**src/rtl/packet_adder_if.sv**
```systemverilog
// packet_adder_if: bundles the packet input stream and result output stream
// of packet_adder.
//   in_valid/in_ready/in_sop/in_eop/in_data : framed word stream into the adder
//   out_valid/out_ready/out_sum/out_len/out_ovf : per-packet result stream
//   err : one-cycle framing error pulse
// master = packet source / result consumer side, slave = packet_adder side.
interface packet_adder_if #(
    parameter int DATA_W = 8,
    parameter int SUM_W  = 16,
    parameter int LEN_W  = 8
);
    logic              in_valid;
    logic              in_ready;
    logic              in_sop;
    logic              in_eop;
    logic [DATA_W-1:0] in_data;
    logic              out_valid;
    logic              out_ready;
    logic [SUM_W-1:0]  out_sum;
    logic [LEN_W-1:0]  out_len;
    logic              out_ovf;
    logic              err;

    modport master (
        output in_valid, in_sop, in_eop, in_data, out_ready,
        input  in_ready, out_valid, out_sum, out_len, out_ovf, err
    );

    modport slave (
        input  in_valid, in_sop, in_eop, in_data, out_ready,
        output in_ready, out_valid, out_sum, out_len, out_ovf, err
    );
endinterface

```
**src/rtl/packet_adder.sv**
```systemverilog
// packet_adder: sums the words of each framed packet and emits one result
// (sum modulo 2^SUM_W, saturating word count, overflow flag) per packet.
// Ports:
//   clk   : sole clock, rising edge
//   rst_n : synchronous reset, active HIGH despite the name
//   bus   : packet_adder_if slave modport (input stream, result stream, err)
//
// state | meaning
// IDLE  | waiting for a sop beat; non-sop beats are dropped with err
// ACCUM | inside a packet, accumulating words until eop
// DONE  | result presented on out_*, input stalled until out_ready
module packet_adder #(
    parameter int DATA_W = 8,
    parameter int SUM_W  = 16,
    parameter int LEN_W  = 8
) (
    input  logic           clk,
    input  logic           rst_n,
    packet_adder_if.slave  bus
);
    typedef enum logic [1:0] {IDLE, ACCUM, DONE} state_t;

    localparam logic [LEN_W-1:0] LEN_MAX = {LEN_W{1'b1}};

    state_t             state_q, state_d;
    logic [SUM_W-1:0]   acc_q, acc_d;
    logic [LEN_W-1:0]   len_q, len_d;
    logic               ovf_q, ovf_d;
    logic               err_q, err_d;
    logic               in_ready_q;
    logic               out_valid_q;
    logic [SUM_W-1:0]   out_sum_q;
    logic [LEN_W-1:0]   out_len_q;
    logic               out_ovf_q;
    logic               accept;
    logic [SUM_W:0]     sum_ext;

    assign accept  = bus.in_valid && in_ready_q;
    // One extra bit captures the carry out of the SUM_W-bit accumulator.
    assign sum_ext = (SUM_W+1)'(acc_q) + (SUM_W+1)'(bus.in_data);

    always_comb begin
        state_d = state_q;
        acc_d   = acc_q;
        len_d   = len_q;
        ovf_d   = ovf_q;
        err_d   = 1'b0;
        case (state_q)
            IDLE, ACCUM: begin
                if (accept) begin
                    if (bus.in_sop) begin
                        // A sop inside a packet abandons the partial packet.
                        err_d   = (state_q == ACCUM);
                        acc_d   = SUM_W'(bus.in_data);
                        len_d   = LEN_W'(1);
                        ovf_d   = 1'b0;
                        state_d = bus.in_eop ? DONE : ACCUM;
                    end else if (state_q == IDLE) begin
                        err_d = 1'b1;
                    end else begin
                        acc_d = sum_ext[SUM_W-1:0];
                        ovf_d = ovf_q | sum_ext[SUM_W];
                        if (len_q == LEN_MAX) begin
                            ovf_d = 1'b1;
                        end else begin
                            len_d = len_q + LEN_W'(1);
                        end
                        if (bus.in_eop) begin
                            state_d = DONE;
                        end
                    end
                end
            end
            DONE: begin
                if (bus.out_ready) begin
                    state_d = IDLE;
                end
            end
            default: state_d = IDLE;
        endcase
    end

    always_ff @(posedge clk) begin
        if (rst_n) begin
            state_q     <= IDLE;
            acc_q       <= '0;
            len_q       <= '0;
            ovf_q       <= 1'b0;
            err_q       <= 1'b0;
            in_ready_q  <= 1'b0;
            out_valid_q <= 1'b0;
            out_sum_q   <= '0;
            out_len_q   <= '0;
            out_ovf_q   <= 1'b0;
        end else begin
            state_q     <= state_d;
            acc_q       <= acc_d;
            len_q       <= len_d;
            ovf_q       <= ovf_d;
            err_q       <= err_d;
            in_ready_q  <= (state_d != DONE);
            out_valid_q <= (state_d == DONE);
            // Capture the result only on entry to DONE so it holds afterwards.
            if (state_q != DONE && state_d == DONE) begin
                out_sum_q <= acc_d;
                out_len_q <= len_d;
                out_ovf_q <= ovf_d;
            end
        end
    end

    assign bus.in_ready  = in_ready_q;
    assign bus.out_valid = out_valid_q;
    assign bus.out_sum   = out_sum_q;
    assign bus.out_len   = out_len_q;
    assign bus.out_ovf   = out_ovf_q;
    assign bus.err       = err_q;
endmodule

```
**src/flat_wrapper.sv**
```systemverilog
// flat-port wrapper written by rule: the top's interface ports become plain ports
module packet_adder_flat 
#(
    parameter int DATA_W = 8,
    parameter int SUM_W  = 16,
    parameter int LEN_W  = 8
)
  (clk, rst_n, bus_in_valid, bus_in_sop, bus_in_eop, bus_in_data, bus_out_ready, bus_in_ready, bus_out_valid, bus_out_sum, bus_out_len, bus_out_ovf, bus_err);
  packet_adder_if #(.DATA_W(DATA_W), .SUM_W(SUM_W), .LEN_W(LEN_W)) bus_i ();
  input  logic clk;
  input  logic rst_n;
  input wire logic [$bits(bus_i.in_valid)-1:0] bus_in_valid;
  input wire logic [$bits(bus_i.in_sop)-1:0] bus_in_sop;
  input wire logic [$bits(bus_i.in_eop)-1:0] bus_in_eop;
  input wire logic [$bits(bus_i.in_data)-1:0] bus_in_data;
  input wire logic [$bits(bus_i.out_ready)-1:0] bus_out_ready;
  output wire logic [$bits(bus_i.in_ready)-1:0] bus_in_ready;
  output wire logic [$bits(bus_i.out_valid)-1:0] bus_out_valid;
  output wire logic [$bits(bus_i.out_sum)-1:0] bus_out_sum;
  output wire logic [$bits(bus_i.out_len)-1:0] bus_out_len;
  output wire logic [$bits(bus_i.out_ovf)-1:0] bus_out_ovf;
  output wire logic [$bits(bus_i.err)-1:0] bus_err;
  assign bus_i.in_valid = bus_in_valid;
  assign bus_i.in_sop = bus_in_sop;
  assign bus_i.in_eop = bus_in_eop;
  assign bus_i.in_data = bus_in_data;
  assign bus_i.out_ready = bus_out_ready;
  assign bus_in_ready = bus_i.in_ready;
  assign bus_out_valid = bus_i.out_valid;
  assign bus_out_sum = bus_i.out_sum;
  assign bus_out_len = bus_i.out_len;
  assign bus_out_ovf = bus_i.out_ovf;
  assign bus_err = bus_i.err;
  packet_adder #(.DATA_W(DATA_W), .SUM_W(SUM_W), .LEN_W(LEN_W)) u_core (.clk(clk), .rst_n(rst_n), .bus(bus_i));
endmodule
```
**config.mk**
```make
export PLATFORM = sky130hd
export DESIGN_NAME = packet_adder_flat
export DESIGN_NICKNAME = d
export VERILOG_FILES = /design/src/rtl/packet_adder_if.sv /design/src/rtl/packet_adder.sv /design/src/flat_wrapper.sv
export SDC_FILE = /design/constraint.sdc
export NUM_CORES = 1
export LEC_CHECK = 0
export CORE_ASPECT_RATIO = 1.1
export CORE_MARGIN = 2
export CORE_UTILIZATION = 55
export DETAILED_ROUTE_END_ITERATION = 10
export PLACE_DENSITY_LB_ADDON = 0.15
export SKIP_LAST_GASP = 1
export SLEW_MARGIN = 40
export SYNTH_ARGS = -nofsm -noshare
export SYNTH_HDL_FRONTEND = slang
export SYNTH_SLANG_ARGS = --single-unit
```
**constraint.sdc**
```tcl
create_clock -name clk -period 4.4 [get_ports clk]
set_clock_uncertainty 0.2 [all_clocks]
set_input_delay 0.44 -clock clk [delete_from_list [all_inputs] [get_ports clk]]
set_output_delay 0.44 -clock clk [all_outputs]
set_load 0.01 [all_outputs]
```
### Yosys cells after proc, flatten, opt, wreduce, memory -nomap -nowiden

Index checks and enable logic that the tools add are counted.

* flip-flop bits (word level): 55
* input port bits: 14
* output and inout bits: 28
* word-level logic and storage cells: 49

* add/sub/neg operators: 2
* eq/ne operators: 6
* mux-type cells: 23
* bitwise operators: 3
* reduce and logical (&&, ||, !) cells: 5

Operators with widths (number)
* 16-bit 2-to-1 mux: 4
* 8-bit 2-to-1 mux: 5
* 16-bit by 8-bit adder with 17-bit output: 1
* 2-bit 2-to-1 mux: 6
* 8-bit by 1-bit adder with 8-bit output (second input constant): 1
* 8-bit == test (second input constant): 1
* 1-bit 2-to-1 mux: 7
* 2-bit == test (second input constant): 2
* 2-bit != test (second input constant): 2
* 2-bit case mux with 2 select lines: 1
* 3-bit OR reduction: 1
* 2-bit by 1-bit == test with 1-bit output (second input constant): 1
* 1-bit logical AND: 2
* 2-bit logical NOT: 1
* 1-bit inverter: 2
* 2-bit OR reduction: 1
* 1-bit bitwise OR: 1

### Longest topological paths before layout

Gate-level depths: netlist of run 1.

* depth in word-level cells: 7
* mapped depth: 8
* mapped depth without buffers: 8

### Worst setup path after synthesis of run 1

Ideal clock, no wire load.

* kind: input -> register
* start point: input port bus_in_data[0]
* end point: register u_core.out_sum_q[6], in the netlist u_core.bus.out_sum[6]
* arrival: 2.014 ns
* required time: 4.066 ns
* slack: 2.051 ns
* cell stages on the path: 8
* path through: ha_1 -> fa_1 -> a21o_1 -> nand4_1 -> nand2_1 -> xor2_1 -> a222oi_1 -> a211oi_1

* cells in the longest elaborated chain, start to end: 5

RTL lines
* start: declaration: RTL line flat_wrapper.sv:15 `input wire logic [$bits(bus_i.in_data)-1:0] bus_in_data;`
* 16-bit by 8-bit adder with 17-bit output: RTL line packet_adder.sv:40 `assign sum_ext = (SUM_W+1)'(acc_q) + (SUM_W+1)'(bus.in_data);`
* 16-bit 2-to-1 mux: RTL line packet_adder.sv:58 `end else if (state_q == IDLE) begin`
* 16-bit 2-to-1 mux: RTL line packet_adder.sv:51 `if (bus.in_sop) begin`
* 16-bit 2-to-1 mux: RTL line packet_adder.sv:50 `if (accept) begin`
* 16-bit 2-to-1 mux: RTL line packet_adder.sv:48 `case (state_q)`
* end signal: assignment: RTL line packet_adder.sv:92 `out_sum_q <= '0;`
* end signal: assignment: RTL line packet_adder.sv:105 `out_sum_q <= acc_d;`
* end: declaration: RTL line packet_adder.sv:32 `logic [SUM_W-1:0] out_sum_q;`

Every way passes these cells.
A chain may end at the register's enable or synchronous reset.

### Final worst setup path of run 1

* start point: input port bus_in_data[0]
* end point: register u_core.out_ovf_q, in the netlist u_core.bus.out_ovf

* cells in the longest elaborated chain, start to end: 7

RTL lines
* 16-bit by 8-bit adder with 17-bit output: RTL line packet_adder.sv:40
* 1-bit bitwise OR: RTL line packet_adder.sv:62 `ovf_d = ovf_q | sum_ext[SUM_W];`
* 1-bit 2-to-1 mux: RTL line packet_adder.sv:63 `if (len_q == LEN_MAX) begin`
* 1-bit 2-to-1 mux: RTL line packet_adder.sv:58
* 1-bit 2-to-1 mux: RTL line packet_adder.sv:51
* 1-bit 2-to-1 mux: RTL line packet_adder.sv:50
* 1-bit 2-to-1 mux: RTL line packet_adder.sv:48
* end signal: assignment: RTL line packet_adder.sv:107 `out_ovf_q <= ovf_d;`
* end: declaration: RTL line packet_adder.sv:34 `logic out_ovf_q;`

Every way passes these cells.

==> results of run 1 <==
state kept, by name, summed over array words and instances, names as in the netlist:
| signal | cells |
|---|---|
| u_core.bus.out_len | 8 |
| u_core.bus.in_ready | 1 |
| u_core.len_q | 8 |
| u_core.bus.out_ovf | 1 |
| u_core.acc_q | 16 |
| u_core.bus.out_sum | 16 |
| u_core.bus.out_valid | 1 |
| u_core.bus.err | 1 |
| u_core.state_q | 2 |
| u_core.ovf_q | 1 |
routing by layer:
layer,track usage [%],wire (µm),vias to the layer above
li1,-,-,1166
met1,30.0,2780,1065
met4,7.88,113,0
met3,4.23,230,9
met5,0,0,-
met2,34.7,2670,50
final cells by class:
class | count | area [µm²]
clock buffers | 5 | 68.8
inverters | 2 | 7.51
clock inverters | 3 | 46.3
fillers | 399 | 1450
multi-input cells | 231 | 1440
repair buffers | 44 | 433
flip-flops and latches | 55 | 1100
well taps | 56 | 70.1
worst min-delay path by stage:
stage,slack (ps),from,depth (start not counted),end
3_3_place_gp,240,u_core.bus.out_sum[15]$_SDFFE_PP0P_,2,u_core.bus.out_sum[15]$_SDFFE_PP0P_
2_1_floorplan,230,u_core.ovf_q$_SDFF_PP0_,2,u_core.ovf_q$_SDFF_PP0_
6_report,260,u_core.bus.out_sum[15]$_SDFFE_PP0P_,2,u_core.bus.out_sum[15]$_SDFFE_PP0P_
3_5_place_dp,240,u_core.bus.out_sum[15]$_SDFFE_PP0P_,2,u_core.bus.out_sum[15]$_SDFFE_PP0P_
4_1_cts,250,u_core.bus.out_sum[15]$_SDFFE_PP0P_,2,u_core.bus.out_sum[15]$_SDFFE_PP0P_
5_1_grt,280,u_core.bus.out_sum[15]$_SDFFE_PP0P_,2,u_core.bus.out_sum[15]$_SDFFE_PP0P_
where the power goes:
| group | switching (mW) | leakage, nW | internal (mW) |
|---|---|---|---|
| registers | 0.00880 | 0.445 | 0.506 |
| clock network | 0.171 | 0.0548 | 0.172 |
| logic | 0.0597 | 0.644 | 0.0478 |
cell families (layout without fill, tap and decap cells):
group	after synthesis	after routing	synth area share, %
simple gates	121	121	23.7
compound gates	83	83	20.2
flops	55	55	41.7
buf+inv	19	54	3.65
xor+xnor	16	16	5.31
fa+ha+maj	10	10	5.03
mux	1	1	0.380
cell usage in the layout (no fill, tap or decap), types with 5 or more instances in the layout:
master           instances
clkbuf_8                 5
xor2_1                   8
a21oi_1                 18
nand4_1                  5
nor2b_1                  5
nand3_1                 10
a211oi_1                10
nand2_1                 27
nand2b_1                 6
a21o_1                   5
o21ai_0                 22
ha_1                     9
and2_1                   5
nor2_1                  38
clkdlybuf4s50_1         41
nor3_1                   6
dfxtp_1                 55
xnor2_1                  8
metrics by stage:
step,hold WS [ps],power [mW],std cells,instance area (µm²)
2_1_floorplan,228,0.597,305,2640
3_3_place_gp,238,0.631,388,3050
3_5_place_dp,243,0.633,388,3050
4_1_cts,254,0.973,396,3170
5_1_grt,282,1.01,396,3170
6_report,259,0.965,396,3170
worst max-delay path, delay by kind of cell:
family | cells | cell delay [ps]
buf+inv | 1 | 430
simple gates | 2 | 410
compound gates | 4 | 700
fa+ha+maj | 2 | 670
==> out/metrics.yaml, run 1 <==
critical_path:
  crit_end: "u_core.bus.out_ovf$_SDFFE_PP0P_"
  startpoint_type: "input port"
  reg2reg_slack_ps: 1980
  crit_slowest_cell: "clkdlybuf4s50_1"
  worstPathArrival_ps: 2660
  critPathLaunch: "bus_in_data[0]"
  crit_fanout: 3
  crit_path_max_incr_delay_ps: 430
  required_ps: 4390
  crit_path_end_kind: "flip-flop"
  path_class: "in -> reg"
  reg2regPathDepth: 8
  r2r_end: "u_core.bus.out_ovf$_SDFFE_PP0P_"
  path_cells: "clkdlybuf4s50_1, ha_1, fa_1, a21o_1, nand4_1, a21oi_1, o211ai_1, nor3b_1, o21ai_0"
  worstReg2RegStart: "u_core.acc_q[0]$_SDFF_PP0_"
synth:
  synth_edf_count: 0
  syn-num-nets: 329
  yosys.area.top_type: "dfxtp_1"
  yosys_warnings: 0
  synth-main-ff-cell: "dfxtp_1"
  yosysMostFrequentCell: "dfxtp_1"
  synth_area_leaders: "dfxtp_1, nor2_1, ha_1"
  synthCells: 305
  async_reset_ff_share_pct: 0
  synth_top_area_share_pct: 41.7
  ys_ff_latch: 55
  yosysSeqAreaShare_pct: 41.7
  ys_types: 54
  synth_commonest_cells: "dfxtp_1, nor2_1, nand2_1, o21ai_0, a21oi_1"
  avgSynthCellArea_um2: 8.65
  netlist_area_um2: 2640
sta:
  rsz0062_at_grt: "no"
  worst_slack_ps: 1730
  max_freq_mhz: 375
  tns_ps: 0
  slew_headroom_pct: 49.6
  fin_crit_sh_pct: 60.6
  maxSlewViolCount: 0
  tightest_slew_ps: 754
  period_minus_slack_ps: 2670
  setup_viol: 0
  hold_violations: 0
routing:
  wl_mm: 5.79
  viasPerCell: 5.78
  drtIter0Drc: 164
  drc: 0
  firstDrtPassIters: 4
  post_drt_wl_per_cell_um: 14.6
  ant_nets: 0
  vias: 2290
clock_tree:
  htree_levels: 2
  cts_setup_buffers: 0
  cts_buffers: 5
  hold_buffers: 0
  cts.reportedPaths.clkPinSlew_ps: 100
  cts_sinks: 55
  clockRootBuffer: "clkbuf_8"
  cts_tree: "built"
  clockBufferDepth: 2
  post_cts_resize_count: 0
  clk_latency_ps: 310
placement:
  gp_congestion: 0.842
  portBuffers: 41
  dp_hpwl_mm: 4.20
  dp_slack_ps: 1400
floorplanning:
  start_util_pct: 57.1
  fp.dieArea_um2: 5370
  fp.coreArea_um2: 4620
  die_y_um: 76.6
  dieWidth_um: 70.0
  num_rows: 26
  io_pins: 42
layout:
  syn_to_final_growth_pct: 20.1
  fin_util_pct: 68.6
  n_antenna_cell: 0
  fin_nets: 363
  drive_gt1_share_pct: 5.59
pwr:
  p_leak_nw: 1.14
  peakVddDrop_mv: 0.304
  powerDensity_nw_per_um2: 305
global_route:
  grt_max_degree: 36
  grt_pass1_wl_mm: 9.67
  grt_use_total_pct: 22.0
  first_global_vias: 2055
  antenna_found_initial: 0
  grt-ovfl-total: 0
run_status:
  status: "completed"
job:
  maxCapViolCount: 0
hold_path:
  min_path_type: "reg -> reg"
Power figures use the tool's default switching activity.
==> run 2, diff against run 1 <==
CORE_UTILIZATION = 53   (was 55)
clock period = 2.55 ns   (was 4.4 ns; I/O delays follow)
==> out/metrics.yaml, run 2 (synthesis gave the netlist of run 1 again) <==
run_status:
  status: "completed"
routing:
  post_drt_wl_per_cell_um: 15.2
  ant_nets: 0
  vias: 2376
  highest_layer: "met4"
  wl_met3_um: 272
  wl_mm: 6.25
  drc: 0
  dr_wl_met2_mm: 3.01
  drtIter0Drc: 125
  viasPerCell: 5.77
  firstDrtPassIters: 4
  wl_met1_mm: 2.90
floorplanning:
  num_rows: 26
  fp.dieArea_um2: 5560
  die_y_um: 78.0
  io_pins: 42
  fp.coreArea_um2: 4720
  start_util_pct: 55.9
  dieWidth_um: 71.3
hold_path:
  min_from: "u_core.bus.out_sum[15]$_SDFFE_PP0P_"
  min_path_type: "reg -> reg"
clock_tree:
  cts.reportedPaths.clkPinSlew_ps: 100
  clk_latency_ps: 310
  cts_tree: "built"
  cts_buffers: 5
  clockRootBuffer: "clkbuf_8"
  clockBufferDepth: 2
  post_cts_resize_count: 0
  hold_buffers: 0
  cts_sinks: 55
  cts_setup_buffers: 0
  htree_levels: 2
layout:
  final_cell_mix: "dfxtp_1, clkdlybuf4s50_1, nor2_1, nand2_1, o21ai_0"
  layout_commonest_cell: "dfxtp_1"
  nFillCells: 423
  drive_gt1_share_pct: 10.1
  design_area_um2: 3260
  fin_nets: 379
  n_antenna_cell: 0
  seq_area_um2: 1100
  fin_cells: 412
  fin_util_pct: 69.2
  syn_to_final_growth_pct: 23.7
  multi_input_area_um2: 1440
global_route:
  antenna_found_initial: 0
  first_global_vias: 2271
  grt_use_total_pct: 23.7
  grt_pass1_wl_mm: 10.6
  grt_max_degree: 30
  grt-ovfl-total: 0
sta:
  maxSlewViolCount: 0
  max_freq_mhz: 415
  worst_slack_ps: 139
  rsz0062_at_grt: "no"
  tns_ps: 0
  slew_headroom_pct: 63.7
  setup_viol: 0
  tightest_slew_ps: 543
  hold_slack_ps: 256
  hold_violations: 0
  fin_crit_sh_pct: 94.6
  period_minus_slack_ps: 2410
critical_path:
  crit_slowest_cell: "clkdlybuf4s50_1"
  crit_path_max_incr_delay_ps: 440
  crit_path_end_kind: "flip-flop"
  startpoint_type: "input port"
  worstReg2RegStart: "u_core.acc_q[0]$_SDFF_PP0_"
  critPathLaunch: "bus_in_data[0]"
  worstPathArrival_ps: 2400
  required_ps: 2540
  path_class: "in -> reg"
  crit_fanout: 3
  path_cells: "clkdlybuf4s50_1, ha_1, fa_1, a21o_1, nand4_1, nand2_1, xor2_1, a222oi_1, a211oi_1"
placement:
  post_dp_cell_area_um2: 3170
  portBuffers: 41
  dp_slack_ps: -150
  gp_congestion: 0.854
  place_inst: 404
  dp_hpwl_mm: 4.62
pwr:
  powerDensity_nw_per_um2: 484
  total_power_mw: 1.58
  peakVddDrop_mv: 0.306
  p_leak_nw: 1.22
job:
  maxCapViolCount: 0
run 2: cell types whose count changed in the layout (fill, tap and decap cells not counted), sizes merged:
cell,before,now
clkinv,0,2
bufinv,1,0
clkinvlp,1,0
buf,3,19
run 2: area by class of cell:
class                      instances  area share, %
multi-input combinational        231           44.2
inverter                           2          0.230
clock inverter                     3          0.575
tap                               56           2.15
clock buffer                       5           2.11
timing repair buffer              60           17.0
sequential                        55           33.8
run 2: final timing paths:
check                                         to  slack [ps]  cells past startpoint
max reg2reg   u_core.bus.out_sum[6]$_SDFFE_PP0P_         220                      8
min          u_core.bus.out_sum[15]$_SDFFE_PP0P_         260                      2
min reg2reg  u_core.bus.out_sum[15]$_SDFFE_PP0P_         260                      2
max           u_core.bus.out_sum[6]$_SDFFE_PP0P_         140                      9
run 2: per-layer routing:
metal  up-vias  track usage, %
met5         -               0
met4         0            6.79
met3         8            4.55
met2        54            40.1
met1      1122            30.5
li1       1192               -
run 2: worst max-delay path, delay by kind of cell:
family | cells | cell delay [ps]
xor+xnor | 1 | 150
compound gates | 3 | 710
buf+inv | 1 | 440
simple gates | 2 | 220
fa+ha+maj | 2 | 630
run 2: where the power goes:
group	total (mW)	internal (mW)	switching (mW)
registers	0.889	0.873	0.0159
logic	0.208	0.0989	0.109
clock network	0.481	0.194	0.287
total	1.58	1.17	0.412
==> run 3, diff against run 2 <==
ABC_CLOCK_PERIOD_IN_PS = 2550   (was default)
==> results of run 3 <==
Same layout as run 2: the final DEF is identical, and so are final timing and power.
